--- src/rtl/alu_req_driver.sv ---
// Request-side front end for the combinational ALU: queues valid/ready requests,
// drives the ALU from registers, and returns captured results in order.
module alu_req_driver #(
  parameter int N     = 8,
  parameter int DEPTH = 4
) (
  input  logic         clk,
  input  logic         rst,
  input  logic         req_valid,
  output logic         req_ready,
  input  logic [3:0]   req_cmd,
  input  logic [N-1:0] req_op1,
  input  logic [N-1:0] req_op2,
  output logic [3:0]   alu_cmd,
  output logic [N-1:0] alu_op1,
  output logic [N-1:0] alu_op2,
  input  logic [N-1:0] alu_out,
  input  logic         alu_over,
  input  logic         alu_under,
  input  logic         alu_err,
  input  logic         alu_log,
  output logic         rsp_valid,
  input  logic         rsp_ready,
  output logic [N-1:0] rsp_data,
  output logic [3:0]   rsp_flags,
  output logic [3:0]   rsp_cmd,
  output logic         busy,
  output logic [7:0]   err_count
);

  localparam int AW = (DEPTH > 1) ? $clog2(DEPTH) : 1;
  localparam int CW = $clog2(DEPTH + 1);
  localparam int EW = 4 + 2 * N;
  localparam logic [AW-1:0] PTR_ONE  = AW'(1);
  localparam logic [CW-1:0] CNT_ONE  = CW'(1);
  localparam logic [CW-1:0] CNT_FULL = CW'(DEPTH);

  typedef enum logic [1:0] {IDLE, ISSUE, HOLD} state_t;

  logic [EW-1:0] mem [DEPTH];
  logic [AW-1:0] wr_ptr_reg;
  logic [AW-1:0] rd_ptr_reg;
  logic [CW-1:0] count_reg;
  state_t        state_reg;
  logic          init_reg;
  logic [EW-1:0] head;
  logic          push;
  logic          pop;

  // init_reg keeps req_ready low until the first edge after reset release
  assign req_ready = init_reg && (count_reg < CNT_FULL);
  assign busy      = (count_reg != '0) || (state_reg != IDLE);
  assign push      = req_valid && req_ready;
  assign pop       = (count_reg != '0) &&
                     ((state_reg == IDLE) || ((state_reg == HOLD) && rsp_ready));
  assign head      = mem[rd_ptr_reg];

  always_ff @(posedge clk) begin
    if (push) begin
      mem[wr_ptr_reg] <= {req_cmd, req_op1, req_op2};
    end
  end

  always_ff @(posedge clk or posedge rst) begin
    if (rst) begin
      wr_ptr_reg <= '0;
      rd_ptr_reg <= '0;
      count_reg  <= '0;
      state_reg  <= IDLE;
      init_reg   <= 1'b0;
      alu_cmd    <= '0;
      alu_op1    <= '0;
      alu_op2    <= '0;
      rsp_valid  <= 1'b0;
      rsp_data   <= '0;
      rsp_flags  <= '0;
      rsp_cmd    <= '0;
      err_count  <= '0;
    end else begin
      init_reg <= 1'b1;
      if (push) wr_ptr_reg <= wr_ptr_reg + PTR_ONE;
      if (pop)  rd_ptr_reg <= rd_ptr_reg + PTR_ONE;
      case ({push, pop})
        2'b10:   count_reg <= count_reg + CNT_ONE;
        2'b01:   count_reg <= count_reg - CNT_ONE;
        default: ;
      endcase

      case (state_reg)
        IDLE: begin
          if (pop) begin
            {alu_cmd, alu_op1, alu_op2} <= head;
            state_reg <= ISSUE;
          end
        end
        ISSUE: begin
          rsp_data  <= alu_out;
          rsp_flags <= {alu_err, alu_log, alu_under, alu_over};
          rsp_cmd   <= alu_cmd;
          rsp_valid <= 1'b1;
          state_reg <= HOLD;
          if (alu_err && (err_count != 8'hFF)) begin
            err_count <= err_count + 8'd1;
          end
        end
        HOLD: begin
          if (rsp_ready) begin
            rsp_valid <= 1'b0;
            if (pop) begin
              {alu_cmd, alu_op1, alu_op2} <= head;
              state_reg <= ISSUE;
            end else begin
              state_reg <= IDLE;
            end
          end
        end
        default: state_reg <= IDLE;
      endcase
    end
  end

endmodule

--- config.mk ---
export PLATFORM = sky130hd
export DESIGN_NAME = alu_req_driver
export DESIGN_NICKNAME = d
export VERILOG_FILES = /design/src/rtl/alu_req_driver.sv
export SDC_FILE = /design/constraint.sdc
export NUM_CORES = 1
export LEC_CHECK = 0
export ABC_CLOCK_PERIOD_IN_PS = 2950
export CORE_MARGIN = 2
export CORE_UTILIZATION = 53
export DETAILED_ROUTE_END_ITERATION = 8
export GPL_ROUTABILITY_DRIVEN = 0
export GPL_TIMING_DRIVEN = 1
export PLACE_DENSITY = 0.78
export SLEW_MARGIN = 5
export SYNTH_ARGS = -nofsm -noshare
export SYNTH_HDL_FRONTEND = slang
export SYNTH_SLANG_ARGS = --single-unit
--- constraint.sdc ---
create_clock -name clk -period 2.95 [get_ports clk]
set_input_delay 0.885 -clock clk [delete_from_list [all_inputs] [get_ports clk]]
set_output_delay 0.885 -clock clk [all_outputs]
set_load 0.05 [all_outputs]
==> flow_summary.ini, run 1 <==
[run_status]
status = complete, no violations

[clock_tree]
htree_levels = 4
root_buffer = clkbuf_8
cts.path.max_buffers = 2
post_cts_buffers = 0
cts_tree = yes
clk-insertion-delay-late_ps = 510
cts-buffers-inserted = 17
cts_resized = 2
numClockSinks = 135
clk_pin_slew_ps = 50
ctsHoldBuffers = 0

[worst_hold_path]
min_path_type = flip-flop to flip-flop
worstHoldEndpoint = rsp_data[3]
min_path_cells = 1
min_from = rsp_data[3]

[timing]
maxSlewViolCount = 0
setup_viol_count_final = 0
finalHoldViolCount = 0
grt_setup_unrepaired = no
fmax_mhz = 367
final.setup_skew_ps = 5.90
tns_ps = 0
tightestPinTransition_ps = 865
setup_ws_ps = 224
relSlewSlack = 0.423
fin_crit_sh = 0.924
period_needed_ps = 2730

[setup_path]
regToRegStartpoint = count_reg[2]
slowest_delay_ps = 440
crit_fanout = 4
worstPathCellList = nor3_2, nand2_1, dlygate4sd2_1
reg2reg_slack_ps = 960
slowest_stage = dlygate4sd2_1
cp.arrival_ps = 1840
reg2reg_depth = 9
r2r-end = count_reg[2]
worstSetupEndpointType = output pin
crit_required_ps = 2070
crit_type = flip-flop to output pin
critPathLaunchType = flip-flop

[finish]
syn_to_final_growth_pct = 29.1
drive_above_1_share = 0.249
top_register = mem
layout_common_cells = clkdlybuf4s50_1 (80), edfxtp_1 (80), dfrtp_1 (55)
final_nets = 415
n_fill_cell = 643
antennaDiodeCount = 0
largest_reg_flops = 80
seqCellArea_um2 = 3780
multi_input_area_um2 = 1410

[route]
ant_nets = 0
wire_per_inst_um = 17.7
dr.first_iter.drc_count = 113
wirelength_um = 9160
vias = 2760
dr.pass1.iters = 5
drcViolationCount = 0
viasPerCell = 5.33

[global_routing]
overflow = 0
grt_max_degree = 35
grt_pass1_wl_um = 15300
grt_use_total = 0.188
grt_pass1_vias = 2961
antenna_found_initial = 0

[floorplan]
rows = 36
die_y_um = 104
coreArea_um2 = 9730
die-area_um2 = 10800
start_util = 0.544
die_w_um = 104
ioPinCount = 83

[placement]
io_buffer_count = 82
dp_hpwl_um = 5710
preCtsSetupSlack_ps = 127

[synth]
synthDistinctLibCells = 40
syn_inst = 271
yosysWarnings = 0
synth-seq-cells = 135
synthesis.area_um2 = 5300
ys_seq_area_frac = 0.713
synth_fp_nets = 314
syn_avg_cell_area_um2 = 19.5

[pwr]
cellLeakagePower_nw = 2.61
power.density_nw_per_um2 = 1180
ir_drop_mv = 0.547

[job]
cap_violations = 0
-- routing by layer --
metal | vias to the layer above | global-route usage | share of wire
li1 | 1241 | - | -
met1 | 1427 | 0.228 | 0.42
met2 | 85 | 0.313 | 0.52
met3 | 7 | 0.0645 | 0.056
met4 | 0 | 0.0724 | 0.0082
met5 | - | 0 | 0
-- per-stage QoR --
stage | instance area [um^2] | hold WS, ps | total power, mW | util | std cells
after floorplan | 5300 | 482 | 5.28 | - | 271
after global placement | 6310 | 489 | 6.17 | 0.648 | 486
after detailed placement | 6310 | 494 | 6.26 | 0.648 | 486
after CTS | 6840 | 507 | 8.13 | 0.703 | 518
after global routing | 6840 | 518 | 8.43 | 0.703 | 518
final | 6840 | 501 | 8.05 | 0.703 | 518
-- power breakdown --
part / total (mW) / internal (mW) / switching [mW]
logic: 3.39 / 1.51 / 1.88
clock network: 1.85 / 1.14 / 0.710
registers: 2.81 / 2.47 / 0.333
-- worst max-delay path, delay by kind of cell, from the launching register on --
family	cells	cell delay, ps
buffers and inverters	1	440
flip-flops	1	410
AND/OR/NAND/NOR	2	480
-- area by class of cell --
type,instances,share of cell area
sequential,135,0.553
multi-input combinational,116,0.206
timing repair buffer,90,0.132
clock buffer,21,0.0657
tap,133,0.0243
clock inverter,11,0.0121
inverter,12,0.00659
-- worst max path at each step --
| stage | start | endpoint | cells past startpoint |
|---|---|---|---|
| floorplan | count_reg[2] | count_reg[2] | 9 |
| global placement | rsp_ready | count_reg[2] | 9 |
| detailed placement | rsp_ready | count_reg[2] | 9 |
| CTS | count_reg[0] | busy | 3 |
| global route | count_reg[2] | req_ready | 2 |
| finish | count_reg[0] | busy | 3 |
-- Yosys cell counts, drive strengths merged --
cell type,count,area (um^2)
clkbuf,1,3.75
nor2,4,17.5
a21oi,2,10.0
fa,1,20.0
o21bai,1,7.51
o21ai,3,15.0
buf,7,57.6
nor2b,3,26.3
mux2,39,507
xnor2,3,26.3
conb,1,3.75
xor2,6,52.6
dfrtp,55,1380
a21o,1,7.51
mux4,20,458
inv,12,45.0
nor3,4,36.3
mux2i,1,10.0
edfxtp,80,2400
nand4,2,12.5
nand3,2,10.0
nand2,3,11.3
and4,1,8.76
ha,6,75.1
o211ai,1,7.51
and2,1,6.26
a31oi,1,6.26
and3,4,25.0
nand3b,1,7.51
nor4b,3,26.3
and4b,1,10.0
o21a,1,7.51
-- cells by family (layout without fill, tap and decap cells) --
kind of cell               Yosys count  in the layout  share of synthesized area
xor gates and xnor gates             9              9                     0.0149
other                                1              1                   0.000708
AOI/OAI and AO/OA                   10             10                     0.0116
adders and majority gates            7              7                     0.0180
muxes                               60             60                      0.184
and+or+nand+nor                     29             29                     0.0373
DFF                                135            135                      0.713
buffers and inverters               20            134                     0.0201
Power figures use the tool's default switching activity.
==> run 2: changes to the inputs <==
- CORE_UTILIZATION: 53 -> 55
- DONT_BUFFER_PORTS: default -> 1
- PLACE_DENSITY: 0.78 -> default
- PLACE_DENSITY_LB_ADDON: default -> 0.12
==> flow_summary.ini, run 2 (same netlist as run 1, synthesis figures left out) <==
[run_status]
status = complete, no violations

[route]
drcViolationCount = 0
viasPerCell = 5.50
dr_wl_met3_um = 545
wirelength_um = 8650
vias = 2400
wire_per_inst_um = 19.8
wl_met1_um = 3450
highest_layer = met4
dr.pass1.iters = 4
dr.first_iter.drc_count = 97
routed-wl-met2_um = 4550
ant_nets = 0

[clock_tree]
root_buffer = clkbuf_8
clk_pin_slew_ps = 60
cts_resized = 0
numClockSinks = 135
post_cts_buffers = 0
htree_levels = 4
cts.path.max_buffers = 2
cts-buffers-inserted = 17
cts_tree = yes
clk-insertion-delay-late_ps = 510
ctsHoldBuffers = 0

[timing]
final.setup_skew_ps = 5.82
period_needed_ps = 2570
tightestPinTransition_ps = 604
finalHoldViolCount = 0
tns_ps = 0
fin_crit_sh = 0.870
maxSlewViolCount = 0
holdWs_ps = 256
relSlewSlack = 0.597
fmax_mhz = 389
grt_setup_unrepaired = no
setup_viol_count_final = 0

[setup_path]
crit_required_ps = 2070
worst_path_dominant_cell_family = simple AND/OR/NAND/NOR gates
slowest_delay_ps = 410
worstPathCellList = nor3_2, nand2_1
regToRegStartpoint = count_reg[2]
critPathLaunchType = flip-flop
cp.arrival_ps = 1680
crit_path_start = count_reg[0]
slowest_stage = dfrtp_1
crit_type = flip-flop to output pin
path_buf_inv = 0
worstSetupEndpointType = output pin
crit_fanout = 4

[floorplan]
die_w_um = 102
ioPinCount = 83
coreArea_um2 = 9280
rows = 35
start_util = 0.570
die_y_um = 102
die-area_um2 = 10400

[pwr]
power.density_nw_per_um2 = 1260
ir_drop_mv = 0.588
cellLeakagePower_nw = 2.35

[global_routing]
grt_pass1_vias = 2480
grt_max_degree = 38
grt_use_total = 0.180
overflow = 0
grt_pass1_wl_um = 13200
antenna_found_initial = 0

[finish]
final_nets = 337
largest_reg_flops = 80
antennaDiodeCount = 0
fin_util = 0.656
drive_above_1_share = 0.342
n_fill_cell = 645
syn_to_final_growth_pct = 15.0
top_register = mem
finalNonFillerCells = 436
stdcell_area_um2 = 6090
final_common_cell = edfxtp_1
layout_common_cells = edfxtp_1 (80), dfrtp_1 (55), mux2_2 (21)

[placement]
dp.cells = 404
dp_hpwl_um = 5250
io_buffer_count = 0
dpl_cell_area_um2 = 5500

[job]
cap_violations = 0

[worst_hold_path]
min_path_type = primary input to asynchronous set/reset pin
==> run 2: cell types whose count changed in the layout (fill, tap and decap cells not counted), moves of 3 or more <==
cell / previous run / this run
clkinv_1: 4 / 0
clkinvlp_4: 3 / 0
clkinv_4: 0 / 3
buf_4: 6 / 11
inv_6: 0 / 4
clkdlybuf4s50_1: 80 / 0
==> run 2: worst paths after layout <==
kind / slack, ps / cells past startpoint / endpoint
setup / recovery: 380 / 2 / busy
setup reg to reg: 910 / 10 / count_reg[2]
hold / removal: 260 / 1 / alu_op2[4]
hold reg to reg: 530 / 1 / count_reg[2]
max in group asynchronous: 2130 / 2 / alu_op2[6]
min in group clk: 460 / 0 / mem[3][7]
==> run 2: power by group <==
group	switching [mW]	leakage, nW	total [mW]	internal (mW)
Sequential	1.37	1.38	3.82	2.45
Combinational	0.741	0.678	1.75	1.00
Clock	0.786	0.294	2.08	1.29
==> run 2: cell type report <==
class,instances,area (um^2),share of cell area
Clock inverter,14,171,0.0282
Clock buffer,18,418,0.0686
Timing Repair Buffer,12,103,0.0169
Sequential cell,135,3780,0.621
Multi-Input combinational cell,116,1410,0.232
Tap cell,129,161,0.0265
Inverter,12,45.0,0.00740
==> run 2: metal layers <==
layer | track usage | up-vias
li1 | - | 1082
met1 | 0.212 | 1236
met2 | 0.297 | 71
met3 | 0.0705 | 11
met4 | 0.0800 | 0
met5 | 0 | -
==> run 2: stage by stage <==
step           total power, mW  worst slack (ps)
4_1_cts                   7.74               331
6_report                  7.64               382
2_1_floorplan             5.28               519
3_5_place_dp              5.64               717
3_3_place_gp              5.58               751
5_1_grt                   8.00               257
==> run 3: changes to the inputs <==
- ABC_AREA: default -> 1
- HOLD_SLACK_MARGIN: default -> 0.15
==> flow_summary.ini, run 3 <==
[floorplan]
die-area_um2 = 10900
coreArea_um2 = 9770
die_y_um = 104
ioPinCount = 83
start_util = 0.566
rows = 36
die_w_um = 104

[timing]
tightestPinTransition_ps = 656
relSlewSlack = 0.562
finalHoldViolCount = 0
tns_ps = 0
maxSlewViolCount = 0
fmax_mhz = 392
final.setup_skew_ps = 7.05
grt_setup_unrepaired = no
setup_viol_count_final = 0
fin_crit_sh = 0.865
period_needed_ps = 2550

[placement]
dp.cells = 640
io_buffer_count = 0
dpl_cell_area_um2 = 5610
dp_hpwl_um = 6320

[clock_tree]
cts_tree = yes
ctsHoldBuffers = 0
clk-insertion-delay-late_ps = 510
post_cts_buffers = 0
cts_resized = 0
cts.path.max_buffers = 2
cts-buffers-inserted = 17
root_buffer = clkbuf_8
htree_levels = 4
numClockSinks = 135
clk_pin_slew_ps = 60

[global_routing]
grt_max_degree = 43
grt_pass1_wl_um = 16400
grt_use_total = 0.198
overflow = 0
antenna_found_initial = 0
grt_pass1_vias = 3206

[synth]
synth_edf_count = 80
async_flop_share = 0.407
syn_avg_cell_area_um2 = 10.8
synthFlopType = edfxtp_1
synth.most_common_cell = nand2_1
ys_seq_area_frac = 0.682
syn_inst = 515
synthesis.area_um2 = 5540
synth.largest_area_cell = edfxtp_1
yosysWarnings = 0
synthDistinctLibCells = 26
yosys.area.top_type_share = 0.434
yosys-top-cells-count = nand2_1 (159), nor2_1 (93), edfxtp_1 (80)
synth_fp_nets = 558
synthTopCellsByArea = edfxtp_1 (43%), dfrtp_1 (25%), nand2_1 (11%)
synth-seq-cells = 135

[setup_path]
reg2reg_depth = 11
crit_type = flip-flop to output pin
r2r-end = count_reg[2]
cp.arrival_ps = 1670
worstSetupEndpointType = output pin
crit_fanout = 2
worstPathCellList = inv_1, nand3_1, or3_1
slowest_stage = or3_1
slowest_delay_ps = 560
critPathLaunchType = flip-flop
regToRegStartpoint = init_reg
reg2reg_slack_ps = 960
crit_required_ps = 2070

[finish]
stdcell_area_um2 = 6210
top_register = mem
finalNonFillerCells = 672
final_common_cell = nand2_1
syn_to_final_growth_pct = 12.2
drive_above_1_share = 0.106
final_nets = 569
fin_util = 0.636
antennaDiodeCount = 0
largest_reg_flops = 80
layout_common_cells = nand2_1 (159), nor2_1 (93), edfxtp_1 (80)

[pwr]
power.density_nw_per_um2 = 1220
cellLeakagePower_nw = 2.66
ir_drop_mv = 0.473

[worst_hold_path]
min_path_type = primary input to asynchronous set/reset pin

[route]
viasPerCell = 5.01
ant_nets = 0
dr.first_iter.drc_count = 278
wire_per_inst_um = 15.1
wirelength_um = 10200
vias = 3365
drcViolationCount = 0
dr.pass1.iters = 5

[run_status]
status = complete, no violations

[job]
cap_violations = 0
## run 3: how the worst max path moves through the flow
stage / to / from / slack (ps)
detailed placement: count_reg[2] / req_valid / 710
CTS: busy / count_reg[1] / 380
floorplan: mem[0][0] / count_reg[2] / 200
global placement: count_reg[2] / rsp_ready / 750
finish: busy / count_reg[1] / 400
global route: busy / count_reg[1] / 320
## run 3: cell type report
type,count,area [um^2]
inverters,27,106
fillers,782,3560
repair buffers,12,90.1
clock inverters,7,87.6
well taps,133,166
multi-input cells,333,1470
clock buffers,25,515
flip-flops and latches,135,3780
## run 3: power breakdown
group / switching (mW) / total, mW / internal, mW / leakage (nW)
Sequential: 1.28 / 3.71 / 2.43 / 1.40
Clock: 0.731 / 2.09 / 1.36 / 0.299
Combinational: 1.21 / 1.80 / 0.591 / 0.955
## run 3: per-layer routing
layer | GRT usage | up-vias | routed length [um]
li1 | - | 1686 | -
met1 | 0.272 | 1555 | 4630
met2 | 0.285 | 113 | 4580
met3 | 0.0764 | 11 | 842
met4 | 0.0782 | 0 | 115
met5 | 0 | - | 0
## run 3: critical path, delay by kind of cell (launching register included)
family                 cells  cell delay [ps]
and+or+nand+nor            2              670
DFF                        1              380
buffers and inverters      1              100
## run 3: cells by family after synthesis
logic type / Yosys count / synth area share
AND/OR/NAND/NOR: 270 / 0.192
flip-flops: 135 / 0.682
AO/OA/AOI/OAI: 48 / 0.0441
buffers and inverters: 47 / 0.0524
XOR/XNOR: 7 / 0.0111
adder cells (fa/ha/maj): 7 / 0.0172
other: 1 / 0.000677
## run 3: metrics by stage
step / worst slack, ps / hold slack [ps] / power [mW]
4_1_cts: 375 / 312 / 7.66
6_report: 399 / 306 / 7.60
3_5_place_dp: 706 / 472 / 5.57
2_1_floorplan: 196 / 446 / 5.25
5_1_grt: 316 / 339 / 8.07
3_3_place_gp: 746 / 463 / 5.51
